**src/rtl/uart_out_linebuf_if.sv**
```systemverilog
// Character stream bundle for uart_out_linebuf: SimTop-side character
// input, flush request, printer-side drain handshake and status counters.
// The slave modport is the line buffer; the master modport is the
// environment that feeds characters and consumes the drained stream.
interface uart_out_linebuf_if #(
    parameter int DEPTH = 64
);
    logic                     in_valid;
    logic [7:0]               in_ch;
    logic                     flush;
    logic                     out_valid;
    logic [7:0]               out_ch;
    logic                     out_last;
    logic                     out_ready;
    logic [15:0]              drop_cnt;
    logic [$clog2(DEPTH):0]   occupancy;

    modport master (
        output in_valid, in_ch, flush, out_ready,
        input  out_valid, out_ch, out_last, drop_cnt, occupancy
    );

    modport slave (
        input  in_valid, in_ch, flush, out_ready,
        output out_valid, out_ch, out_last, drop_cnt, occupancy
    );
endinterface

```
**src/rtl/uart_out_linebuf.sv**
```systemverilog
// uart_out_linebuf: line-buffering stage between SimTop's UART character
// strobe and the testbench printer. Characters are accepted every cycle
// (SimTop cannot stall) and held in a circular FIFO until a newline, a full
// buffer, an idle timeout or an explicit flush releases them, so a printed
// line is never interleaved with other simulation messages. Characters that
// arrive while the FIFO is full are dropped and counted (saturating).
// Optional feature: define UART_LINEBUF_CR_STRIP_EN to discard 0x0D on
// input before it reaches the FIFO.
module uart_out_linebuf #(
    parameter int DEPTH       = 64,
    parameter int IDLE_CYCLES = 1024
) (
    input  logic                  clock,
    input  logic                  reset,
    uart_out_linebuf_if.slave     bus
);
    localparam int AW = $clog2(DEPTH);
    localparam int CW = AW + 1;
    localparam int IW = (IDLE_CYCLES > 0) ? $clog2(IDLE_CYCLES + 1) : 1;

    localparam logic [CW-1:0] FULL     = CW'(DEPTH);
    localparam logic [CW-1:0] ONE      = CW'(1);
    localparam logic [IW-1:0] IDLE_MAX = IW'(IDLE_CYCLES);
    localparam logic [7:0]    CH_LF    = 8'h0A;

    typedef enum logic {
        ACCUM = 1'b0,
        DRAIN = 1'b1
    } state_t;

    state_t        state_q, state_d;
    logic [7:0]    mem_q [DEPTH];
    logic [AW-1:0] wr_ptr_q, wr_ptr_d;
    logic [AW-1:0] rd_ptr_q, rd_ptr_d;
    logic [CW-1:0] count_q, count_d;
    logic [CW-1:0] release_q, release_d;
    logic [IW-1:0] idle_q, idle_d;
    logic [15:0]   drop_q, drop_d;

    logic          ch_ok;
    logic          wr_en;
    logic          drop_en;
    logic          pop;
    logic          idle_hit;
    logic          trigger;
    logic          out_valid;
    logic [7:0]    head_ch;

`ifdef UART_LINEBUF_CR_STRIP_EN
    // Carriage returns vanish before the FIFO: no write, no drop, no timer reset.
    assign ch_ok = (bus.in_ch != 8'h0D);
`else
    assign ch_ok = 1'b1;
`endif

    // Moore output of the drain FSM; the printer sees data only while draining.
    assign out_valid = (state_q == DRAIN);
    assign head_ch   = mem_q[rd_ptr_q];

    // Datapath next-state: write/drop decision, release triggers, idle timer.
    always_comb begin
        pop      = out_valid & bus.out_ready;
        wr_en    = bus.in_valid & ch_ok & (count_q < FULL);
        // A full FIFO drops even when a pop frees a slot in the same cycle.
        drop_en  = bus.in_valid & ch_ok & (count_q == FULL);

        wr_ptr_d = wr_ptr_q + AW'(wr_en);
        rd_ptr_d = rd_ptr_q + AW'(pop);
        count_d  = count_q + CW'(wr_en) - CW'(pop);

        idle_hit = (IDLE_CYCLES != 0) && (idle_q == IDLE_MAX);
        trigger  = (wr_en && (bus.in_ch == CH_LF))
                 | (count_d == FULL)
                 | bus.flush
                 | idle_hit;

        // A trigger releases everything stored after this cycle's write/pop;
        // otherwise the released window only shrinks as characters drain.
        if (trigger) begin
            release_d = count_d;
        end else begin
            release_d = release_q - CW'(pop);
        end

        // Timer only runs while something is stored but not yet released.
        if (wr_en || trigger) begin
            idle_d = '0;
        end else if ((count_q > release_q) && (idle_q != IDLE_MAX)) begin
            idle_d = idle_q + IW'(1);
        end else begin
            idle_d = idle_q;
        end

        if (drop_en && (drop_q != 16'hFFFF)) begin
            drop_d = drop_q + 16'd1;
        end else begin
            drop_d = drop_q;
        end
    end

    // Drain FSM next state: draining exactly while released characters remain.
    always_comb begin
        state_d = state_q;
        unique case (state_q)
            ACCUM: if (release_d != '0) state_d = DRAIN;
            DRAIN: if (release_d == '0) state_d = ACCUM;
            default: state_d = ACCUM;
        endcase
    end

    // Control registers with synchronous active-low reset.
    always_ff @(posedge clock) begin
        if (!reset) begin
            state_q   <= ACCUM;
            wr_ptr_q  <= '0;
            rd_ptr_q  <= '0;
            count_q   <= '0;
            release_q <= '0;
            idle_q    <= '0;
            drop_q    <= '0;
        end else begin
            state_q   <= state_d;
            wr_ptr_q  <= wr_ptr_d;
            rd_ptr_q  <= rd_ptr_d;
            count_q   <= count_d;
            release_q <= release_d;
            idle_q    <= idle_d;
            drop_q    <= drop_d;
        end
    end

    // Character storage; contents need no reset since pointers define validity.
    always_ff @(posedge clock) begin
        if (wr_en) begin
            mem_q[wr_ptr_q] <= bus.in_ch;
        end
    end

    assign bus.out_valid = out_valid;
    assign bus.out_ch    = head_ch;
    assign bus.out_last  = out_valid & ((head_ch == CH_LF) | (release_q == ONE));
    assign bus.drop_cnt  = drop_q;
    assign bus.occupancy = count_q;

endmodule

```
**src/flat_wrapper.sv**
```systemverilog
// flat-port wrapper written by rule: the top's interface ports become plain ports
module uart_out_linebuf_flat 
#(
    parameter int DEPTH       = 64,
    parameter int IDLE_CYCLES = 1024
)
  (clock, reset, bus_in_valid, bus_in_ch, bus_flush, bus_out_ready, bus_out_valid, bus_out_ch, bus_out_last, bus_drop_cnt, bus_occupancy);
  uart_out_linebuf_if #(.DEPTH(DEPTH)) bus_i ();
  input  logic clock;
  input  logic reset;
  input wire logic [$bits(bus_i.in_valid)-1:0] bus_in_valid;
  input wire logic [$bits(bus_i.in_ch)-1:0] bus_in_ch;
  input wire logic [$bits(bus_i.flush)-1:0] bus_flush;
  input wire logic [$bits(bus_i.out_ready)-1:0] bus_out_ready;
  output wire logic [$bits(bus_i.out_valid)-1:0] bus_out_valid;
  output wire logic [$bits(bus_i.out_ch)-1:0] bus_out_ch;
  output wire logic [$bits(bus_i.out_last)-1:0] bus_out_last;
  output wire logic [$bits(bus_i.drop_cnt)-1:0] bus_drop_cnt;
  output wire logic [$bits(bus_i.occupancy)-1:0] bus_occupancy;
  assign bus_i.in_valid = bus_in_valid;
  assign bus_i.in_ch = bus_in_ch;
  assign bus_i.flush = bus_flush;
  assign bus_i.out_ready = bus_out_ready;
  assign bus_out_valid = bus_i.out_valid;
  assign bus_out_ch = bus_i.out_ch;
  assign bus_out_last = bus_i.out_last;
  assign bus_drop_cnt = bus_i.drop_cnt;
  assign bus_occupancy = bus_i.occupancy;
  uart_out_linebuf #(.DEPTH(DEPTH), .IDLE_CYCLES(IDLE_CYCLES)) u_core (.clock(clock), .reset(reset), .bus(bus_i));
endmodule
```
**config.mk**
```make
export PLATFORM = sky130hd
export DESIGN_NAME = uart_out_linebuf_flat
export DESIGN_NICKNAME = d
export VERILOG_FILES = /design/src/rtl/uart_out_linebuf_if.sv /design/src/rtl/uart_out_linebuf.sv /design/src/flat_wrapper.sv
export SDC_FILE = /design/constraint.sdc
export NUM_CORES = 1
export LEC_CHECK = 0
export ABC_AREA = 0
export CAP_MARGIN = 20
export CORE_AREA = 2 2 188 282
export CTS_CLUSTER_SIZE = 16
export DETAILED_ROUTE_END_ITERATION = 6
export DIE_AREA = 0 0 190 284
export PLACE_DENSITY = 0.6
export SETUP_SLACK_MARGIN = 0.1
export SYNTH_ARGS = -nofsm -noshare
export SYNTH_HDL_FRONTEND = slang
export SYNTH_SLANG_ARGS = --single-unit
export TNS_END_PERCENT = 10
```
**constraint.sdc**
```tcl
create_clock -name clock -period 7.65 [get_ports clock]
set_clock_uncertainty 0.1 [all_clocks]
set_input_delay 0.765 -clock clock [delete_from_list [all_inputs] [get_ports clock]]
set_output_delay 0.765 -clock clock [all_outputs]
set_load 0.02 [all_outputs]
```
After elaboration in Yosys (flattened, before gate mapping)
Memory sizes are Yosys's and may differ from the RTL's. A register that Yosys moved wholly into a read port is not among the register bits.
Index checks and enable logic that the tools add are counted.
{"block": "op_classes", "addsub": 7, "order_cmp": 2, "eq_ne": 8, "mux": 7, "bitwise": 10, "reduce_logical": 7}
{"cell": "$add 16x1->16 const B", "n": 1}
{"cell": "$eq 8x4->1 const B", "n": 2}
{"cell": "$ne 16x16->1 const B", "n": 1}
{"cell": "$eq 7x7->1 const B", "n": 2}
{"cell": "$sub 7x1->7", "n": 2}
{"cell": "$add 6x1->6", "n": 2}
{"cell": "$add 11x1->11 const B", "n": 1}
{"cell": "$eq 11x11->1 const B", "n": 1}
{"cell": "$ne 11x11->1 const B", "n": 1}
{"cell": "$add 7x1->7", "n": 1}
{"cell": "$eq 7x1->1 const B", "n": 1}
{"cell": "$gt 7x7->1", "n": 1}
{"cell": "$logic_not 7->1", "n": 1}
{"cell": "$lt 7x7->1 const B", "n": 1}
{"cell": "$mux 7", "n": 1}
{"cell": "$reduce_bool 7->1", "n": 1}
{"cell": "$mux 6", "n": 1}
{"cell": "$and 1x1->1", "n": 4}
{"cell": "$mux 1", "n": 4}
{"cell": "$or 1x1->1", "n": 4}
{"cell": "$logic_and 1x1->1", "n": 3}
{"cell": "$not 1->1", "n": 2}
{"cell": "$pmux 1 s2", "n": 1}
{"cell": "$reduce_or 2->1", "n": 1}
{"cell": "$logic_or 1x1->1", "n": 1}
{"block": "word_totals", "register_bits": 54, "mem_bits_rw": 512, "out_inout_bits": 33, "wordCells": 49, "n_memories": 1}
{"memory": "u_core.mem_q", "words": 64, "width": 8, "read_ports": 1, "rd_clocked_by_memory_dff": 1, "write_ports": 1, "line": "uart_out_linebuf.sv:32", "rtl": "logic [7:0] mem_q [DEPTH];"}

Depth between registers and ports, before layout
Gate-level depths: netlist (run 1).
{"block": "depth", "depth_word": 12, "depth_mapped": 16}

Least setup slack after synthesis (run 1)
No wires, ideal clock.
{"block": "synth_path", "kind": "register to output", "from": "reg, netlist name u_core.rd_ptr_q[0]", "to": "out bus_out_last", "arrival_time_ps": 2999, "slack_ps": 3786, "stages_incl_launch_ff": 14, "cell_sequence": "dfxtp_1 > buf_6 > buf_6 > buf_6 > buf_2 > buf_2 > buf_4 > mux2i_1 > o22ai_1 > a2111oi_0 > a221oi_1 > and3_1 > nor4_1 > o21a_1"}
{"item": "to (decl)", "line": "flat_wrapper.sv:17", "rtl": "output wire logic [$bits(bus_i.out_last)-1:0] bus_out_last;"}

==> results of run 1 <==
## state kept, by name, indices dropped and copies added (netlist names)
name	count
u_core.bus.drop_cnt	16
u_core.bus.occupancy	7
u_core.bus.out_valid	1
u_core.idle_q	11
u_core.mem_q	512
u_core.rd_ptr_q	6
u_core.release_q	7
u_core.wr_ptr_q	6
## per-layer routing
metal	global-route usage	routed length, um	vias to the layer above
li1	-	-	5296
met1	0.2588	21100	6249
met4	0.06919	1777	0
met2	0.3580	28450	400
met5	0	0	-
met3	0.02473	2838	82
## final cells by class
type	instances	area, um^2	area share
clock buffer	70	1410	0.05516
clock inverter	22	168.9	0.006608
inverter	26	97.59	0.003818
multi-input combinational	663	6000	0.2347
sequential	566	16460	0.6440
tap	676	845.8	0.03309
timing repair buffer	64	578.1	0.02261
## worst paths after layout
kind                                             to  slack, ns  depth (start not counted)
worst min-delay path              u_core.idle_q[10]       0.41                          2
worst min register to register    u_core.idle_q[10]       0.41                          2
worst max register to register  u_core.release_q[0]       3.70                         12
worst max-delay path                   bus_out_last       1.39                          8
## synthesized netlist by cell type (14+ instances only)
cell type	count	area share
sky130_fd_sc_hd__edfxtp_1	512	0.67
sky130_fd_sc_hd__nor2_1	119	0.020
sky130_fd_sc_hd__mux4_2	100	0.099
sky130_fd_sc_hd__mux2i_1	64	0.028
sky130_fd_sc_hd__dfxtp_1	54	0.047
sky130_fd_sc_hd__nand2_1	47	0.0077
sky130_fd_sc_hd__clkbuf_1	34	0.0056
sky130_fd_sc_hd__and2_1	28	0.0077
sky130_fd_sc_hd__inv_1	25	0.0041
sky130_fd_sc_hd__a21oi_1	24	0.0053
sky130_fd_sc_hd__ha_1	23	0.013
sky130_fd_sc_hd__nand3_1	23	0.0050
sky130_fd_sc_hd__xnor2_1	23	0.0088
sky130_fd_sc_hd__o22ai_1	22	0.0060
sky130_fd_sc_hd__xor2_1	18	0.0069
sky130_fd_sc_hd__o21ai_0	15	0.0033
sky130_fd_sc_hd__and3_1	14	0.0038
## tightest hold or removal path, cell delays in order (launching register included)
cell and delay (ns):
sky130_fd_sc_hd__dfxtp_1 0.34, sky130_fd_sc_hd__xor2_1 0.07, sky130_fd_sc_hd__nor2_1 0.07
## power by group through the flow
stage / clock (mW) / combinational [mW] / sequential, mW
2_1_floorplan: 0 / 0.661 / 3.54
3_3_place_gp: 0 / 0.980 / 3.56
3_5_place_dp: 0 / 0.985 / 3.56
4_1_cts: 2.50 / 0.990 / 3.50
5_1_grt: 2.59 / 1.06 / 3.50
6_report: 2.44 / 0.973 / 3.50
## cells by family after synthesis
group / after synthesis
and+or+nand+nor: 300
DFF: 566
xor gates and xnor gates: 41
adders and majority gates: 24
buffers and inverters: 87
AOI/OAI and AO/OA: 122
muxes: 176
## metrics by stage
step,util,cells,worst slack [ns],hold slack (ns)
after floorplan,-,1316,3.786,0.3712
after global placement,0.4663,1995,1.851,0.3930
after detailed placement,0.4663,1995,1.864,0.3964
after CTS,0.4970,2087,1.249,0.4095
after global routing,0.4970,2087,1.060,0.4336
final,0.4970,2087,1.393,0.4090
==> results.md, run 1 <==
Clock network:
- In this run, post-CTS repair resized a total of 0 instances.
- The count of buffers added by post-CTS timing repair for setup is 0.
- Buffers inserted to repair hold after CTS numbered 0.
- The CTS buffer count is 52.
- The cell at the root of the clock tree is sky130_fd_sc_hd__clkbuf_16.
- The clock transition at the registers of the reported paths is 0.06 ns.
- The number of H-tree levels is 2.
- TritonCTS built the clock tree.
- The clock insertion delay at the later pin of the skew report is 0.57 ns.
- The clock passes through at most 3 buffers.
- The TritonCTS sink count is 566.

Die:
- The floorplan step set the die width to 190 um.
- The initialized floorplan defines 102 standard-cell rows.
- The total I/O pin count is 46.
- The floorplan die height is 284 um.
- The die covers 0.05396 mm^2.
- The initial utilization of the core area, before any placement, comes to 0.4443.
- In this run the standard cell core region covers 0.05143 mm^2.

Yosys:
- The most used flip-flop cell after synthesis is sky130_fd_sc_hd__edfxtp_1.
- The total number of yosys warnings is 0.
- The number of synthesized register bits is 566.
- The largest family of logic cells by synthesized area is multiplexers.
- After synthesis, the share of cell area in mux cells is 0.1325.
- The number of enable-type register cells in the synthesized netlist is 512.
- Of the synthesized area, sequential elements account for 0.7201.
- The mean instance size in the synthesized netlist is 17.37 um^2.
- The cell count after synthesis is 1316.
- Of the total synthesized cell area, the portion taken by XOR and XNOR cells is 0.01571.
- The synthesized-area fraction occupied by ao, oa, aoi and oai cells was 0.03624.
- After synthesis the cells add up to 0.02285 mm^2.
- After synthesis, the netlist uses 56 different library cells.
- The number of nets handed over by synthesis was 1353.
- In the synthesized netlist the async set-or-reset flop fraction comes to 0.
- The synthesized-area fraction occupied by and/or/nand/nor cells is 0.06460.
- Of the total synthesized cell area, the portion taken by full adders, half adders and majority gates is 0.01347.

STA:
- Setup total negative slack on the finished layout was measured at 0 ns.
- Setup repair after global routing left no endpoint under its margin.
- In the finished design, the share of the clock period the worst path needs comes to 0.8179.
- Subtracting the final worst setup slack from the clock period gives 6.257 ns.
- For the pin with the worst max-slew slack, the measured transition is 1.126 ns.
- The number of failing setup endpoints in the final timing report is 0.
- The number of endpoints with negative hold slack in the final report is 0.
- Headroom to the max-slew limit came out at 0.2423.
- The count of pins over their slew limit came to 0.
- Based on the critical path, the design can be clocked at up to 0.1598 GHz.

GRT:
- The global-route wire length before repair is 80470 um.
- Across every metal layer, demand over resource in global routing totals 0.2031.
- The pin count of the biggest net entering global routing is 76.
- The via count of the first global-routing pass is 12.31k.
- The number of antenna violations at the first check in global routing is 0.
- The total overflow left after global routing is 0.

Layout:
- The count of filler cells inserted in the layout is 4245.
- In the final layout, the share of cells above drive strength 1 is 0.1538.
- The antenna cell count is 0.
- From synthesis to final layout, the design area changed by 11.86%.
- Leaving out fill and tap cells, the most frequent cell in the layout is sky130_fd_sc_hd__edfxtp_1.
- The final-stage net count is 1410.
- In the layout the commonest cells are 512 x sky130_fd_sc_hd__edfxtp_1, 119 x sky130_fd_sc_hd__nor2_1, 100 x sky130_fd_sc_hd__mux4_2.
- The finished cells cover 0.02556 mm^2.

Min path:
- In this run the most critical hold path is launched from u_core.idle_q[10].
- The path class of the lowest-slack min-delay path is register to register.

Drt:
- The detailed router placed 12.03k vias in this run.
- After detailed routing, the average wire length per cell comes to 25.95 um.
- Once detail routing completed, the nets flagged for antenna violations numbered 0.
- For this block, the routed nets add up to 54170 um of wire.
- In the routed layout, each cell is associated on average with a via count of 5.763.
- For this run, design rule violations remaining after detail routing come to 0.
- The total iterations of the first detailed-routing run is 5.
- The detailed router finished its first iteration with 1188 violations.

Setup path:
- The start of the worst register-to-register path is u_core.bus.occupancy[6].
- Grouping stages by cell kind, the critical path spends the most delay in simple AND/OR/NAND/NOR gates.
- The critical path data required time is 6.78 ns.
- The number of buffer and inverter stages on the critical path is 2.
- The critical path arrival is 5.39 ns.
- The delay of the slowest critical-path stage is 0.82 ns.
- The cell with the largest stage delay on the worst path is sky130_fd_sc_hd__dfxtp_4.
- The worst setup path is launched from a register.
- The kind of capture point of the worst setup path is an output port.
- Walking the worst path, the cells encountered are buf_4 > mux4_2 > a2111oi_0 > nor3_1 > or4b_1 > nor4_1 > o21a_1 > clkdlybuf4s50_1.
- Of all nets on the critical path, the largest fanout is 38.
- Tracing the worst setup path back leads to its startpoint at u_core.rd_ptr_q[0].
- The type of the worst setup path is register to output port.

Power:
- The peak ir drop on the vdd network is 214.4 uV.
- The share of total power dissipated in sequential elements is 0.506.
- Of the total power, the share spent switching nets is 0.2475.
- In this run the static leakage power is 8.061 nW.
- The post-route total power is 6.913 mW.
- The clock share of power is 0.354.
- For this design the ratio of total power to cell area is 270.4 mW/mm^2.
- Internal power comes to 5.203 mW.
- Of the total power, combinational logic draws 0.141.
- The net switching power figure is 1.711 mW.

Placed design:
- The standard cell area after detailed placement is 0.02398 mm^2.
- At the end of routability-driven placement, the weighted congestion stood at 0.8713.
- Port buffering added 45 buffers.
- Detailed placement finished with a half-perimeter wire length of 34760 um.

Flow run:
- The max-capacitance violation count is 0.

Status:
- The flow ran to the end, and the final reports show no timing, DRC or antenna violations.
Power figures use the tool's default switching activity.
==> run 2: changes to the inputs <==
Clock period 7.65 ns to 6.44 ns, I/O delays scaled along.
==> run 2 against run 1 <==
Utilization rose by 0.18 points. Critical endpoint unchanged. Highest routed layer unchanged. Combinational power grew 16%. Clock power grew 21%.
==> results.md, run 2 (synthesis results as in run 1) <==
Setup path:
- The critical path arrival is 5.04 ns (-0.35 ns).
- The launching element type of the critical path is a register.
- The register-to-register setup slack is 2.96 ns (-0.74 ns).
- The critical path is of the register to output port type.
- The worst setup path is captured at an output port.
- The maximum fanout along the worst path is 46 (+21%).
- The critical path data required time is 5.70 ns (-1.08 ns).

STA:
- The summed negative setup slack over all endpoints came to 0 ns (unchanged).
- The maximum clock frequency is 0.1728 GHz.
- The count of pins over their slew limit was 0 (unchanged).
- The number of endpoints with negative hold slack in the final report came to 0 (unchanged).
- The clock period minus final worst setup slack is 5.786 ns.
- Setup repair after global routing left no endpoint under its margin.
- The worst setup slack after layout is 0.6540 ns (-0.7389 ns).
- The slew of the pin with the lowest slew margin is 0.9262 ns (-0.2000 ns).
- In the finished design, the share of the clock period the worst path needs comes to 0.8985.
- The worst relative slew slack is 0.3802 (+0.1380).
- The number of failing setup endpoints in the final timing report is 0 (unchanged).

Layout:
- The final-stage net count is 1420 (+0.71%).
- The area of all placed cells without fillers is 0.02565 mm^2 (+0.35%).
- The count of filler cells inserted in the layout is 4195 (-1.2%).
- The share of final-layout standard cells stronger than drive strength 1 was 0.1620 (+0.008180).
- The top cell types in the final layout, fill and taps aside, are 512 x sky130_fd_sc_hd__edfxtp_1, 119 x sky130_fd_sc_hd__nor2_1, 100 x sky130_fd_sc_hd__mux4_2.
- The area used by sequential logic in the layout is 0.01646 mm^2 (unchanged).
- The library cell used most frequently in the layout, excluding fill and tap cells, is sky130_fd_sc_hd__edfxtp_1.
- The register bank with the most flops is u_core.mem_q.
- The area taken by multi-input logic gates is 0.006000 mm^2 (unchanged).
- The growth of design area from synthesis to finish is 12.25%.
- The number of flip-flops under the largest register name is 512 (unchanged).
- The antenna cell count is 0 (unchanged).

Power:
- The clock share of power was 0.358 (+0.004).
- The net switching power figure is 2.025 mW (+18%).
- The post-route total power was 8.238 mW (+19%).
- The peak ir drop on the vdd network is 301.1 uV (+40%).
- The net switching fraction of the power is 0.2458 (-0.001649).
- The cell area power density is 321.1 mW/mm^2 (+19%).
- The sequential share of power is 0.504 (-0.002).
- The cell-internal power is 6.213 mW (+19%).
- The combinational power share is 0.138 (-0.003).
- The static leakage power came to 8.122 nW (+0.75%).

Clock network:
- The clock transition at the registers of the reported paths came to 0.07 ns (about the same).
- The count of buffers added by post-CTS timing repair for setup was 0 (unchanged).
- The number of resized instances in the post-cts repair step is 0 (unchanged).
- The number of buffers inserted for hold repair after clock tree synthesis is 0 (unchanged).
- The CTS tree is built.
- The CTS buffer count is 50 (-3.8%).
- The clock insertion delay at the later pin of the skew report came to 0.57 ns (about the same).
- The TritonCTS sink count is 566 (unchanged).
- The number of H-tree levels came to 2 (unchanged).
- The maximum number of buffers from clock root to sink came to 3 (unchanged).
- The cell at the root of the clock tree is sky130_fd_sc_hd__clkbuf_16.

Drt:
- The post-route DRC violation count came to 0 (unchanged).
- The remaining antenna violation count after routing came to 0 (unchanged).
- The number of DRC violations after detailed-routing iteration 0 is 904 (-24%).
- The per-cell routed wire length is 25.71 um (-0.94%).
- The total number of vias is 11.97k (-0.49%).
- The total routed wirelength is 53890 um (-0.52%).
- The total iterations of the first detailed-routing run is 5 (unchanged).
- The via-per-instance ratio is 5.710 (-0.92%).

GRT:
- The global-route wire length before repair is 80850 um (+0.46%).
- The overflow left after global routing is 0 (unchanged).
- The via count of the first global-routing pass is 12.39k (+0.66%).
- The pin count of the biggest net entering global routing was 68 (-11%).
- The number of antenna violations at the first check in global routing is 0 (unchanged).
- The overall fraction of global-route tracks in use is 0.2030 (about the same).

Die:
- The floorplan core area is 0.05143 mm^2 (unchanged).
- The total I/O pin count came to 46 (unchanged).
- The die area came to 0.05396 mm^2 (unchanged).
- The number of placement rows is 102 (unchanged).
- The starting density of the core came to 0.4443 (unchanged).
- The horizontal extent of the die is 190 um (unchanged).
- The floorplan die height was 284 um (unchanged).

Min path:
- The path class of the lowest-slack min-delay path is input port to register.

Placed design:
- The post-place setup slack is 1.199 ns (-0.6648 ns).
- The standard cell area after detailed placement is 0.02407 mm^2 (+0.38%).
- The sum of net half-perimeters after detailed placement is 34550 um (-0.61%).
- The number of port buffers is 45 (unchanged).
- The global placement routability congestion was 0.8255 (-5.3%).

Flow run:
- The max-capacitance violation count came to 0 (unchanged).

Status:
- The run finished with clean final reports.
==> run 2: cell count changes in the layout (fill, tap and decap cells not counted), moves of 2 or more <==
cell	before	now
sky130_fd_sc_hd__buf_4	17	29
sky130_fd_sc_hd__bufinv_16	2	4
sky130_fd_sc_hd__clkbuf_1	15	12
sky130_fd_sc_hd__clkbuf_16	53	51
==> run 2: cell type report <==
| class | count | share of cell area |
|---|---|---|
| Timing Repair Buffer | 76 | 0.02604 |
| Multi-Input combinational cell | 663 | 0.2339 |
| Clock inverter | 23 | 0.008438 |
| Sequential cell | 566 | 0.6418 |
| Clock buffer | 66 | 0.05311 |
| Inverter | 26 | 0.003804 |
| Tap cell | 676 | 0.03297 |
==> run 2: worst paths after layout <==
path                         end  depth (start not counted)                 start
max                 bus_out_last                         10    u_core.rd_ptr_q[0]
min          u_core.mem_q[18][7]                          1          bus_in_ch[7]
max reg2reg  u_core.release_q[1]                         15  u_core.bus.out_valid
min reg2reg    u_core.idle_q[10]                          2     u_core.idle_q[10]
==> run 2: worst max-delay path, cell delays in order, from the launching register on <==
cell	delay, ns
sky130_fd_sc_hd__dfxtp_4	0.91
sky130_fd_sc_hd__buf_4	0.38
sky130_fd_sc_hd__mux4_2	0.53
sky130_fd_sc_hd__a211oi_1	0.35
sky130_fd_sc_hd__a21oi_1	0.16
sky130_fd_sc_hd__a211o_1	0.34
sky130_fd_sc_hd__or4b_1	0.54
sky130_fd_sc_hd__nor4_1	0.26
sky130_fd_sc_hd__buf_4	0.19
sky130_fd_sc_hd__o21a_1	0.15
sky130_fd_sc_hd__clkdlybuf4s50_1	0.61
==> run 2: metrics by stage <==
step | hold slack [ns] | std cells | util
after global routing | 0.2565 | 2096 | 0.4988
after detailed placement | 0.3997 | 2007 | 0.4681
after global placement | 0.3931 | 2007 | 0.4681
final | 0.2747 | 2096 | 0.4988
after CTS | 0.2534 | 2096 | 0.4988
after floorplan | 0.3712 | 1316 | -
==> run 2: power by group through the flow <==
| stage | combinational, mW | clock (mW) | sequential [mW] |
|---|---|---|---|
| after floorplan | 0.785 | 0 | 4.21 |
| after global placement | 1.13 | 0 | 4.23 |
| after detailed placement | 1.14 | 0 | 4.24 |
| after CTS | 1.15 | 2.99 | 4.16 |
| after global routing | 1.25 | 3.13 | 4.16 |
| final | 1.13 | 2.95 | 4.16 |
==> run 2: layer usage <==
layer | up-vias | global-route usage | share of wire
met5 | - | 0 | 0
met4 | 0 | 0.06589 | 0.032
met3 | 83 | 0.02745 | 0.045
met2 | 344 | 0.3571 | 0.52
met1 | 6229 | 0.2591 | 0.41
li1 | 5312 | - | -
==> RTL change 1: new RTL, config.mk and constraints of run 2 <==
Build with the macro `UART_LINEBUF_CR_STRIP_EN` defined.
--- a/src/rtl/uart_out_linebuf.sv
+++ b/src/rtl/uart_out_linebuf.sv
@@ -6,6 +6,8 @@
 // arrive while the FIFO is full are dropped and counted (saturating).
 // Optional feature: define UART_LINEBUF_CR_STRIP_EN to discard 0x0D on
 // input before it reaches the FIFO.
+`define UART_LINEBUF_CR_STRIP_EN
+
 module uart_out_linebuf #(
     parameter int DEPTH       = 64,
     parameter int IDLE_CYCLES = 1024
Check against the original RTL: not equivalent (a bounded check fails within 4 cycles, from zero or initial values and one cycle with reset low).
==> RTL change 1 against run 2 <==
The run now ends with design-rule violations left; worst hold slack gained 0.14 ns; synthesized area up 0.71%; worst setup slack lost 0.035 ns; power decreased by 0.18%; count of clock-buffer cells in the layout unchanged; core utilization barely moved; synthesized cell count increased by 1.3%; critical path type unchanged; highest routed layer is now met5; wire length up 5.1%; sequential cell count is the same; final area about the same; first-iteration DRC count grew 24%.
==> RTL change 1: results (changes against run 2) <==
STA
  • Worst-Margin Slew: 1.10 ns (+0.178 ns)
  • WHS: 0.413 ns (+0.139 ns)

Worst hold path
  • Hold path startpoint: u_core.bus.drop_cnt[1]
  • Hold path cells: 2 (+1)
  • Hold path endpoint: u_core.bus.drop_cnt[1]

Synthesis
  • Main area contributors after synthesis: edfxtp_1, mux4_2, mux2i_1
  • Synth unique cells: 69 (+23%)
  • Register area share after synthesis: 0.715 (-0.00509)

GRT
  • Met1 Use GR: 0.255 (-0.00365)
  • First-pass GRT wire length: 83300 microns (+3.1%)
  • Largest net degree at the start of global routing: 66 (-2.9%)
  • Global-route met3 utilization: 0.0364 (+0.00890)
  • Initial antenna violation count: 1 (+1)
  • M2 GR Usage: 0.378 (+0.0206)
  • Number of global-route vias before repair: 12571 (+1.5%)
  • Total track usage: 0.212 (+0.00905)

Setup path
  • Worst r2r path cells: 13 (-2)
  • Slowest-stage cell, CP: nor2b_1
  • CP peak stage delay: 0.86 ns (-0.05 ns)
  • Reg2reg end: u_core.idle_q[5]
  • Top delay family on crit path: simple AND/OR/NAND/NOR gates
  • CP Max Fanout: 24 (-48%)
  • WP data arrival: 5.08 ns (+0.04 ns)

Detailed routing
  • DRC viols: 1 (+1)
  • Routed vias: 12180 (+1.8%)
  • First-pass iteration count of the detailed router: 7 (+2)
  • DR iter-0 viols: 1119 (+24%)
  • Routed len/inst: 26.8 microns (+4.2%)

Cells and area
  • Cell area after layout: 25700 sq um (about the same)

Power and ir drop
  • Pleak: 7.97 nW (-1.9%)
  • Maximum vdd drop: 0.278 mV (-7.5%)

Run status
  • Status: finished, violations left
  • Failing checks: design-rule violations

Placement
  • Placed cells: 2019 (+0.60%)
  • Routability cong.: 0.804 (-2.7%)
[RTL change 1: changes by cell type in the layout (fill, tap and decap cells not counted), moves of 10 or more]
cell / change
a211oi_1: +10
and2_1: -10
mux2_2: -12
mux2i_1: +47
mux4_1: +13
mux4_2: -31
[RTL change 1: power breakdown]
group	internal (mW)	switching [mW]	total, mW
sequential	4.07	0.0838	4.15
combinational	0.477	0.669	1.15
clock	1.61	1.32	2.92
[RTL change 1: final cells by class]
type | count | area (sq um)
Fill cell | 4151 | 25800
Sequential cell | 566 | 16500
Multi-Input combinational cell | 680 | 6030
Clock buffer | 66 | 1350
Tap cell | 676 | 846
Timing Repair Buffer | 75 | 659
Clock inverter | 28 | 226
Inverter | 23 | 86.3
[RTL change 1: worst register-to-register path, cell delays in order (launching register included)]
cell      delay, ns
dfxtp_1        0.35
and2_1         0.29
ha_1           0.34
inv_1          0.04
ha_1           0.22
fa_1           0.43
a21oi_1        0.15
o21bai_1       0.11
and4_1         0.20
nor3_1         0.44
nor3b_1        0.13
nor2_1         0.42
nand3_1        0.44
nor2_1         0.21
[RTL change 1: worst max-delay path by stage]
stage	start	to	slack (ns)	depth (start not counted)
2_1_floorplan	bus_in_ch[5]	u_core.bus.out_valid	2.41	15
3_3_place_gp	u_core.rd_ptr_q[2]	bus_out_last	1.14	10
3_5_place_dp	bus_in_ch[5]	u_core.idle_q[5]	1.06	16
4_1_cts	u_core.rd_ptr_q[2]	bus_out_last	0.53	10
5_1_grt	u_core.rd_ptr_q[2]	bus_out_last	0.36	10
6_report	u_core.rd_ptr_q[2]	bus_out_last	0.62	10
[RTL change 1: metal layers]
metal  vias up  wire, microns
met2       421          30000
met1      6256          21500
li1       5407              -
met5         -             10
met4         2           2010
met3        94           3170
[RTL change 1: kinds of logic (layout without fill, tap and decap cells)]
logic type	after synthesis	after routing	synth area share
DFF	566	566	0.715
and+or+nand+nor	279	279	0.0572
muxes	193	193	0.131
AOI/OAI and AO/OA	144	144	0.0450
buffers and inverters	87	192	0.0232
xor gates and xnor gates	38	38	0.0145
adders and majority gates	26	26	0.0145
[RTL change 1: through the flow]
stage / power (mW) / util / setup WS [ns]
6_report: 8.22 / 0.499 / 0.619
5_1_grt: 8.53 / 0.499 / 0.358
4_1_cts: 8.28 / 0.499 / 0.530
3_5_place_dp: 5.38 / 0.468 / 1.06
3_3_place_gp: 5.37 / 0.468 / 1.14
2_1_floorplan: 5.01 / - / 2.41
==> RTL change 2: new RTL, config.mk and constraints of run 2 <==
Without the edit above. Reset style: asynchronous (`reset`), changed in one clocked block. Comments in the files are not updated.
--- a/src/rtl/uart_out_linebuf.sv
+++ b/src/rtl/uart_out_linebuf.sv
@@ -109,7 +109,7 @@
     end
 
     // Control registers with synchronous active-low reset.
-    always_ff @(posedge clock) begin
+    always_ff @(posedge clock or negedge reset) begin
         if (!reset) begin
             state_q   <= ACCUM;
             wr_ptr_q  <= '0;
Function: differs if reset is asserted again (counterexample within 4 cycles, from zero or initial values and one cycle with reset low); with reset held inactive, the same outputs for 4 cycles.
==> RTL change 2 against run 2 <==
Die area unchanged; register-to-register slack worse by 0.14 ns; sequential cell count unchanged; synthesized area up 0.36%; fmax down 7.3%; worst setup slack worse by 0.45 ns; wire length up 2.1%; final area up 0.69%.
Power is not compared: it rests on default switching activity, and its combinational part moved more than twofold at a synthesized area within 25%.
==> RTL change 2: results (changes against run 2) <==
Synthesis
  • Post-synthesis mux area share: 0.130 (-0.00250)
  • Synthesized area per cell: 17.7 sq um (+1.7%)
  • Post-synth net total: 1338 (-1.1%)
  • Xor/xnor share of the synthesized area: 0.0134 (-0.00235)
  • Compound-gate portion of the synthesized area: 0.0478 (+0.0116)
  • Synth Area in Adders: 0.0145 (+0.00104)

Worst hold path
  • Min-Delay Path Class: in2async

Setup path
  • Reg2reg end: u_core.idle_q[2]
  • CP peak stage delay: 1.04 ns (+0.13 ns)
  • Critical path startpoint: u_core.rd_ptr_q[1]
  • CP Max Fanout: 61 (+33%)
  • Worst r2r path cells: 14 (-1)
  • WP data arrival: 5.50 ns (+0.46 ns)
  • Slowest-stage cell, CP: dfrtp_4

STA
  • WHS: 0.0959 ns (-0.179 ns)
  • Worst relative slew slack: 0.158 (-0.222)
  • Part of the cycle the worst path needs: 0.969 (+0.0704)

Detailed routing
  • Routed vias/inst: 5.73 (+0.33%)
  • Routed WL: 55000 microns (+2.1%)
  • M1 WL: 21100 microns (-4.1%)
  • First-pass iteration count of the detailed router: 7 (+2)
  • DR WL met2: 29200 microns (+5.1%)
  • Routed vias: 11950 (-0.15%)

GRT
  • Total track usage: 0.207 (+0.00373)

Clock network
  • Total CTS buffers: 52 (+4.0%)

Placement
  • Detailed placer's ending HPWL: 35200 microns (+1.9%)
  • DP Worst Slack: 1.04 ns (-0.157 ns)
  • Placed cell areas: 24100 sq um (+0.13%)
  • Placed cells: 1989 (-0.90%)

Run status
  • Status: completed

Cells and area
  • Post-layout net count: 1406 (-0.99%)
  • Cell area after layout: 25800 sq um (+0.69%)
==> RTL change 2: changes by cell type after synthesis, sizes merged, moves of 10 or more <==
cell | run 2 | this run
mux2i | 64 | 119
nand2 | 47 | 33
dfxtp | 54 | 0
mux4 | 100 | 75
o221ai | 6 | 19
and2 | 28 | 6
dfrtp | 0 | 54
a21oi | 24 | 46
buf | 27 | 37
nor2 | 119 | 90
o22ai | 22 | 12
==> RTL change 2: cell type report <==
| cell class | count | area, sq um |
|---|---|---|
| Fill cell | 4189 | 25600 |
| Sequential cell | 566 | 16700 |
| Multi-Input combinational cell | 640 | 5750 |
| Clock buffer | 59 | 1370 |
| Tap cell | 676 | 846 |
| Timing Repair Buffer | 77 | 658 |
| Clock inverter | 38 | 355 |
| Inverter | 30 | 113 |
==> RTL change 2: per-layer routing <==
layer,GRT usage,up-vias
met5,0,-
met4,0.0785,0
met3,0.0272,91
met2,0.369,384
met1,0.254,6184
li1,-,5291
